===== config.mk =====
export PLATFORM = sky130hd
export DESIGN_NAME = alu
export DESIGN_NICKNAME = d
export VERILOG_FILES = /design/src/rtl/alu_pkg.sv /design/src/rtl/alu_mcycle.sv /design/src/rtl/alu.sv
export SDC_FILE = /design/constraint.sdc
export NUM_CORES = 1
export LEC_CHECK = 0
export CORE_MARGIN = 2
export CORE_UTILIZATION = 50
export DETAILED_ROUTE_END_ITERATION = 12
export GPL_TIMING_DRIVEN = 0
export PLACE_DENSITY = 0.73
export SLEW_MARGIN = 10
export SYNTH_ARGS = -nofsm -noshare
export SYNTH_HDL_FRONTEND = slang
export SYNTH_HIERARCHICAL = 1
export SYNTH_SLANG_ARGS = --single-unit

===== constraint.sdc =====
create_clock -name CLK -period 9.3 [get_ports CLK]
set_input_delay 1.86 -clock CLK [delete_from_list [all_inputs] [get_ports CLK]]
set_output_delay 1.86 -clock CLK [all_outputs]
set_load 0.05 [all_outputs]

===== src/rtl/alu_pkg.sv =====
// Shared opcode encodings, multi-cycle FSM state type and iteration count
// used by the ALU top level and its multi-cycle engine.
package alu_pkg;

    localparam logic [2:0] ALU_ADD = 3'b000;
    localparam logic [2:0] ALU_SUB = 3'b001;
    localparam logic [2:0] ALU_AND = 3'b010;
    localparam logic [2:0] ALU_ORR = 3'b011;
    localparam logic [2:0] ALU_MUL = 3'b100;
    localparam logic [2:0] ALU_DIV = 3'b101;

    localparam int unsigned ALU_ITERS = 32;
    localparam logic [4:0]  ALU_LAST_ITER = 5'(ALU_ITERS - 1);

    typedef enum logic [1:0] {
        ST_IDLE = 2'd0,
        ST_RUN  = 2'd1,
        ST_DONE = 2'd2
    } mc_state_t;

endpackage


===== src/rtl/alu_mcycle.sv =====
// Iterative unsigned MUL (shift-add) and DIV (restoring) engine sharing one
// 34-bit adder; drives the stall signal and the held multi-cycle result.
module alu_mcycle
    import alu_pkg::*;
(
    input  logic        i_clk,
    input  logic        i_rst_n,
    input  logic [31:0] i_a,
    input  logic [31:0] i_b,
    input  logic [2:0]  i_op,
    output logic        o_busy,
    output logic [31:0] o_result
);

    mc_state_t   r_state;
    mc_state_t   w_state_next;
    logic [31:0] r_lat_a;
    logic [31:0] r_lat_b;
    logic [2:0]  r_lat_op;
    logic [4:0]  r_count;
    logic [31:0] r_acc;
    logic [31:0] r_work_a;
    logic [31:0] r_work_b;
    logic [31:0] r_result;

    logic        w_start;
    logic        w_match;
    logic        w_is_div;
    logic        w_last;
    logic [32:0] w_rem_shift;
    logic [32:0] w_add_x;
    logic [32:0] w_add_y;
    logic [33:0] w_sum;
    logic        w_qbit;
    logic [31:0] w_rem_next;

    assign w_start  = (i_op == ALU_MUL) || (i_op == ALU_DIV);
    assign w_match  = (i_op == r_lat_op) && (i_a == r_lat_a) && (i_b == r_lat_b);
    assign w_is_div = (r_lat_op == ALU_DIV);
    assign w_last   = (r_count == ALU_LAST_ITER);

    // DIV: remainder-minus-divisor with carry-out as the quotient bit (divisor 0 gives all ones).
    // MUL: accumulator plus multiplicand when the current multiplier bit is set.
    assign w_rem_shift = {r_acc, r_work_a[31]};
    assign w_add_x     = w_is_div ? w_rem_shift : {1'b0, r_acc};
    assign w_add_y     = w_is_div ? ~{1'b0, r_lat_b}
                                  : {1'b0, (r_work_b[0] ? r_work_a : 32'd0)};
    assign w_sum       = {1'b0, w_add_x} + {1'b0, w_add_y} + {33'd0, w_is_div};
    assign w_qbit      = w_sum[33];
    assign w_rem_next  = w_qbit ? w_sum[31:0] : w_rem_shift[31:0];

    always_comb begin
        w_state_next = r_state;
        o_busy       = 1'b0;
        case (r_state)
            ST_IDLE: begin
                o_busy = i_op[2] & ~i_op[1];
                if (w_start) w_state_next = ST_RUN;
            end
            ST_RUN: begin
                o_busy = 1'b1;
                if (w_last) w_state_next = ST_DONE;
            end
            ST_DONE: begin
                o_busy = ~w_match;
                if (!w_match) w_state_next = ST_IDLE;
            end
            default: w_state_next = ST_IDLE;
        endcase
    end

    always_ff @(posedge i_clk or negedge i_rst_n) begin
        if (!i_rst_n) begin
            r_state  <= ST_IDLE;
            r_lat_a  <= '0;
            r_lat_b  <= '0;
            r_lat_op <= '0;
            r_count  <= '0;
            r_acc    <= '0;
            r_work_a <= '0;
            r_work_b <= '0;
            r_result <= '0;
        end else begin
            r_state <= w_state_next;
            case (r_state)
                ST_IDLE: begin
                    if (w_start) begin
                        r_lat_a  <= i_a;
                        r_lat_b  <= i_b;
                        r_lat_op <= i_op;
                        r_count  <= '0;
                        r_acc    <= '0;
                        r_work_a <= i_a;
                        r_work_b <= i_b;
                    end
                end
                ST_RUN: begin
                    r_count <= r_count + 5'd1;
                    if (w_is_div) begin
                        r_acc    <= w_rem_next;
                        r_work_a <= {r_work_a[30:0], w_qbit};
                        if (w_last) r_result <= {r_work_a[30:0], w_qbit};
                    end else begin
                        r_acc    <= w_sum[31:0];
                        r_work_a <= {r_work_a[30:0], 1'b0};
                        r_work_b <= {1'b0, r_work_b[31:1]};
                        if (w_last) r_result <= w_sum[31:0];
                    end
                end
                default: ;
            endcase
        end
    end

    assign o_result = r_result;

endmodule


===== src/rtl/alu.sv =====
// 32-bit datapath ALU: single-cycle ADD/SUB/AND/ORR with NZCV flags, plus
// stalling unsigned MUL/DIV delegated to the iterative engine.
module alu
    import alu_pkg::*;
(
    input  logic        CLK,
    input  logic        MReset,
    input  logic [31:0] A,
    input  logic [31:0] B,
    input  logic [2:0]  ALUControl,
    output logic        Busy,
    output logic [31:0] Result,
    output logic [3:0]  ALUFlags
);

    logic        w_mc_busy;
    logic [31:0] w_mc_result;
    logic        w_is_mc;
    logic        w_is_sub;
    logic [31:0] w_addend;
    logic [32:0] w_sum;
    logic        w_c;
    logic        w_v;

    alu_mcycle u_mcycle (
        .i_clk    (CLK),
        .i_rst_n  (MReset),
        .i_a      (A),
        .i_b      (B),
        .i_op     (ALUControl),
        .o_busy   (w_mc_busy),
        .o_result (w_mc_result)
    );

    assign w_is_mc  = (ALUControl == ALU_MUL) || (ALUControl == ALU_DIV);
    assign w_is_sub = (ALUControl == ALU_SUB);
    assign w_addend = w_is_sub ? ~B : B;
    assign w_sum    = {1'b0, A} + {1'b0, w_addend} + {32'd0, w_is_sub};

    // The engine keeps iterating under a combinational opcode, so its stall is masked here.
    assign Busy = w_mc_busy & w_is_mc;

    always_comb begin
        Result   = '0;
        ALUFlags = '0;
        w_c      = 1'b0;
        w_v      = 1'b0;
        case (ALUControl)
            ALU_ADD, ALU_SUB: begin
                Result = w_sum[31:0];
                w_c    = w_sum[32];
                w_v    = (A[31] == w_addend[31]) && (w_sum[31] != A[31]);
            end
            ALU_AND: Result = A & B;
            ALU_ORR: Result = A | B;
            ALU_MUL, ALU_DIV: Result = w_mc_busy ? 32'd0 : w_mc_result;
            default: Result = '0;
        endcase
        if (!ALUControl[2] || (w_is_mc && !w_mc_busy))
            ALUFlags = {Result[31], (Result == 32'd0), w_c, w_v};
    end

endmodule


==> Word-level counts from Yosys, hierarchy flattened <==
Index checks and enable logic that the tools add are counted.
{ "totals": {"regBits": 202, "input_bits": 69, "out_inout_bits": 37, "wordCells": 88} }
{ "classes": {"add_sub_neg": 5, "eq_ne": 18, "n_mux": 29, "bitwise": 8, "reduce_logical": 19} }
{ "op_table": {"columns": ["cell", "n"], "rows": [
  ["32-bit 2-to-1 mux", 12],
  ["32-bit case mux with 2 select lines", 3],
  ["32-bit case mux with 4 select lines", 1],
  ["33-bit 2-to-1 mux", 2],
  ["32-bit == test", 2],
  ["33-bit by 33-bit adder with 34-bit output", 1],
  ["34-bit by 1-bit adder with 34-bit output", 1],
  ["32-bit by 32-bit adder with 33-bit output", 1],
  ["33-bit by 1-bit adder with 33-bit output", 1],
  ["32-bit inverter with 33-bit output", 1],
  ["32-bit bitwise AND", 1],
  ["32-bit logical NOT", 1],
  ["32-bit inverter", 1],
  ["32-bit OR", 1],
  ["5-bit case mux with 2 select lines", 1],
  ["3-bit == test, second input constant", 3],
  ["3-bit by 2-bit == test with 1-bit output, second input constant", 2],
  ["2-bit 2-to-1 mux", 3],
  ["2-bit != test, second input constant", 3],
  ["2-bit case mux with 3 select lines", 1],
  ["2-bit AND reduction", 3],
  ["3-bit AND reduction", 2],
  ["5-bit by 1-bit adder with 5-bit output, second input constant", 1],
  ["5-bit == test, second input constant", 1],
  ["other kinds (20)", 30]
]} }

==> Longest topological paths before layout <==
Gate-level depths: netlist of the first run.
{ "depth": {"word_depth": 9, "ltp_mapped": 19, "mapped_depth_nobuf": 17} }

==> Hierarchy <==
Netlist of the first run, hierarchy kept.
{ "by_module_without_submodules": {"columns": ["mod", "n_inst", "cells_per_inst", "area_per_inst_um2", "seq_area_each_um2"], "rows": [
  ["alu_mcycle", 1, 1384, 11663.7, 5054.8],
  ["alu", 1, 433, 3171.8, 0.0]
]} }

==> Worst setup path before layout of the first run <==
No wires, ideal clock.
{ "synth_timing": {"path_kind": "input -> output", "from": "in ALUControl[0]", "to": "out ALUFlags[2]", "arrival_time_ns": 7.228, "t_required_ns": 7.440, "slack_ns": 0.212, "cell_stages": 18, "path_buffers": 5, "cell_sequence": "buf_4 -> clkbuf_1 -> buf_1 -> and2_1 -> clkbuf_1 -> buf_1 -> xor2_1 -> ha_1 -> nand2_1 -> a211oi_2 -> o21ai_0 -> or2_2 -> mux2_2 -> o21ai_0 -> or4_1 -> nor4_1 -> nand4b_1 -> nor4_2"} }
{ "synth_via": {"elab_chain_cells": 9, "word_cells_on_any_way": 24, "cone_classes": "2 x add/sub; 6 x eq/ne; 5 x mux; 1 x bitwise; 10 x reduce/logical"} }
{ "synth_lines": {"columns": ["element", "line", "rtl"], "rows": [
  ["start, declared", "alu.sv:10", "input logic [2:0] ALUControl,"],
  ["branches (longest 6 deep; another with 32-bit by 32-bit adder with 33-bit output)", null, null],
  ["32-bit case mux with 4 select lines (*)", "alu.sv:48", "case (ALUControl)"],
  ["via Result[10]", "alu.sv:12", "output logic [31:0] Result,"],
  ["32-bit logical NOT (*)", "alu.sv:60", "ALUFlags = {Result[31], (Result == 32'd0), w_c, w_v};"],
  ["4-bit 2-to-1 mux (*)", "alu.sv:59", "if (!ALUControl[2] || (w_is_mc && !w_mc_busy))"],
  ["end, declared", "alu.sv:13", "output logic [3:0] ALUFlags"]
]} }
Mark *: on every way through the listed nets, which the timed path passes.

==> Worst setup path in the final report of the first run <==
{ "layout_timing": {"from": "in ALUControl[1]", "to": "out ALUFlags[2]"} }
{ "layout_via": {"elab_chain_cells": 9, "word_cells_on_any_way": 26, "cone_classes": "2 x add/sub; 6 x eq/ne; 5 x mux; 3 x bitwise; 10 x reduce/logical"} }
{ "layout_lines": {"columns": ["element", "line"], "rows": [
  ["branches (longest 8 deep; another with 32-bit by 32-bit adder with 33-bit output)", null],
  ["4-bit 2-to-1 mux (*)", "alu.sv:59"]
]} }
Mark *: on every way between the ends.

==> summary.md, run 1 <==
| Metric | Value |
|---|---|
| Status | `completed` |
| Non-Filler Cell Area, Final | `17200 um^2` |
| Core area | `29400 um^2` |
| Final Setup Violations | `0` |
| Placed instance area | `16400 um^2` |
| DRC | `0` |
| Row count | `63` |
| CTS Buf Count | `23` |
| Root Driver | `clkbuf_16` |
| Fin cells | `2352` |
| Antenna violations before repair | `1` |
| F_max | `0.110 GHz` |
| Crit end category | `output port` |
| Register area share after synthesis | `34.1%` |
| Commonest non-fill, non-tap cells in the layout | `477 x nand2_1, 202 x dfrtp_1, 158 x o21ai_0` |
| Kind of critical path | `in2out` |
| Relative slew slack | `24.8%` |
| Dpl ws | `-1.55 ns` |
| Adder-cell share of the synthesized area | `8.59%` |
| Min-delay worst type | `reg2reg` |
| PnR worst setup slack | `0.221 ns` |
| CTS hold repair buffers | `0` |
| Commonest register cell after synthesis | `dfrtp_1` |
| Die area | `31100 um^2` |
| Clk Latency, worst-skew pair | `0.50 ns` |
| H-tree depth | `1` |
| Post-synth EDFFs | `0` |
| # fillers | `2585` |
| Synth area leaders | `dfrtp_1 34%, nand2_1 12%, ha_1 6.2%, mux2i_1 5.9%, o21ai_0 5.4%` |
| Mux share of post-synthesis cell area | `6.17%` |
| Maximum fanout along the worst path | `10` |
| Synthesized flop and latch total | `202` |
| Main combinational cell family by area after synthesis | `simple AND/OR/NAND/NOR gates` |
| CP required | `7.44 ns` |
| Cell area after synthesis | `14800 um^2` |
| Post-route minimum period | `9.08 ns` |
| Avg Cell Area, Syn | `8.16 um^2` |
| CTS tree | `done` |
| Maximum clock path buffer count | `3` |
| Final hold violation count | `0` |
| PD cells | `389 nW/um^2` |
| Synth warn | `6` |
| IO Count | `106` |
| Worst Path Arrival | `7.22 ns` |
| Post-synthesis simple-gate area fraction | `22.0%` |
| Layout area overhead | `16.3%` |
| Ys async rst share | `100%` |
| Leading cell type in the layout, fill and taps excluded | `nand2_1` |
| Die Width | `176 um` |
| DR iter-0 viols | `1371` |
| WP buf/inv | `5` |
| CTS sink cnt | `202` |
| Antenna cells | `0` |
| Number of global-route vias before repair | `13731` |
| Share of layout cells above drive strength 1 | `5.25%` |
| Maximum capacitance violations | `0` |
| Vias | `14365` |
| Nets | `2092` |
| First-pass GRT wire length | `77700 um` |
| First-pass detailed-route iteration total | `6` |
| Max-slew violation count | `0` |
| Detail Route Antenna Nets | `0` |
| Clock-pin slew on the worst setup and hold paths | `0.05 ns` |
| Crit-path max cell delay | `0.61 ns` |
| XOR/XNOR Fraction of Synth Area | `8.62%` |
| Family with the most delay on the worst path | `simple AND/OR/NAND/NOR gates` |
| Aggregate global-route resource usage | `32.2%` |
| Number of vias per cell | `6.11` |
| Port bufs | `105` |
| Complex-gate fraction of the synthesized area | `17.0%` |
| Total leakage power | `7.93 nW` |
| Post-synth cell types | `85` |
| Starting Density | `50.5%` |
| Cell Chain, Critical Path | `clkdlybuf4s50_1, buf_2, nor2_4, and2_1, clkbuf_1, xor2_1, inv_1, fa_1, nand2b_1, a211oi_4, o21ai_0, or2_2, mux2_2, o21ai_0, or4_1, nor4_2, nand4b_1, nor4_2, clkdlybuf4s15_2` |
| Maximum vdd drop | `0.000145 V` |
| Remaining Overflow, GRT | `0` |
| Top cell type by total area after synthesis | `dfrtp_1` |
| Final Wtd Congestion | `0.942` |
| RSZ-0062 raised after global routing | `false` |
| Post-DP HPWL | `40000 um` |
| Total Wirelength | `50600 um` |
| Die height | `176 um` |
| Post-Syn Nets | `1962` |
| TNS Setup | `0 ns` |
| Pin count of the biggest net entering global routing | `111` |
| Final period util | `97.6%` |
| Worst-Margin Slew | `1.13 ns` |
| Critical-path cell with the highest stage delay | `clkdlybuf4s50_1` |
| Post CTS Setup Buffer Count | `0` |
| Synth top area share | `34.1%` |
| Clock Skew | `0.0101 ns` |
| Post-Synthesis Cells | `1817` |
| Critical path launch point type | `primary input` |
| DP Cell Count | `2313` |
| Per-cell routed wire length | `21.5 um` |
## layer usage
| metal | routed length, um | global-route usage (%) |
|---|---|---|
| met5 | 14 | 0 |
| met3 | 4500 | 3.77 |
| met4 | 1960 | 11.6 |
| met2 | 22900 | 51.5 |
| met1 | 21200 | 45.3 |
## tightest hold or removal path: stages (launching register included)
cell,delay [ns]
dfrtp_1,0.34
nand2_1,0.04
o21ai_0,0.06
## Yosys cell counts (25+ instances only)
cell type,n
o21ai_1,32
xor2_1,90
a21oi_1,77
inv_1,25
clkbuf_1,70
mux2i_1,87
nand2_1,477
ha_1,73
dfrtp_1,202
maj3_1,30
xnor2_1,56
nor2_1,39
o21ai_0,160
nand3_1,108
## worst paths after layout
kind                                      start                    end  slack [ns]  cells after the start
setup / recovery                  ALUControl[1]            ALUFlags[2]        0.22                     19
hold / removal             u_mcycle/r_work_b[3]   u_mcycle/r_work_b[3]        0.49                      2
setup reg to reg           u_mcycle/r_lat_op[2]      u_mcycle/r_acc[7]        4.13                     17
hold reg to reg            u_mcycle/r_work_b[3]   u_mcycle/r_work_b[3]        0.49                      2
max in group asynchronous                MReset  u_mcycle/r_work_b[29]        6.89                      2
min in group asynchronous                MReset      u_mcycle/r_acc[8]        1.40                      1
## report_power, final
group          internal [mW]  switching, mW  leakage, nW
Sequential              1.32          0.403         2.56
Combinational           1.50           2.54         4.97
Clock                  0.574          0.366        0.392
## metrics by stage
| stage | hold WS, ns | total power, mW | utilization [%] |
|---|---|---|---|
| 6_report | 0.486 | 6.70 | 58.7 |
| 5_1_grt | 0.507 | 7.17 | 58.7 |
| 4_1_cts | 0.487 | 6.60 | 58.5 |
| 3_5_place_dp | 0.464 | 5.62 | 55.8 |
| 3_3_place_gp | 0.464 | 5.53 | 55.7 |
| 2_1_floorplan | 0.442 | 4.45 | - |
## area by class of cell
cell class / count / area (um^2) / area share (%)
multi-input cells: 1487 / 9290 / 53.9
inverters: 26 / 97.6 / 0.566
well taps: 390 / 488 / 2.83
plain buffers: 101 / 449 / 2.60
clock inverters: 10 / 129 / 0.747
repair buffers: 106 / 1090 / 6.30
clock buffers: 30 / 652 / 3.78
flip-flops and latches: 202 / 5050 / 29.3
## cell families after synthesis
logic type	count (synthesis)
simple gates	740
compound gates	404
flops	202
xor+xnor	146
buf+inv	128
fa+ha+maj	106
mux	91
## timing repair
item,in CTS,in global routing
pin swaps,0,0
gates resized for setup,21,10
endpoints found under the setup margin,23,7
## registers in the layout (all words and copies together) (netlist names), 3 cells and up
signal,count
u_mcycle/o_result,32
u_mcycle/r_acc,32
u_mcycle/r_lat_a,32
u_mcycle/r_lat_b,32
u_mcycle/r_work_a,32
u_mcycle/r_work_b,32
u_mcycle/r_count,5
u_mcycle/r_lat_op,3
No activity file was read; power rests on OpenSTA's default activity.
==> inputs of run 2 (changes only) <==
- CTS_CLUSTER_DIAMETER: unset -> 200
==> results of run 2 <==
No change in the layout: final DEF, timing and power equal those of run 1.
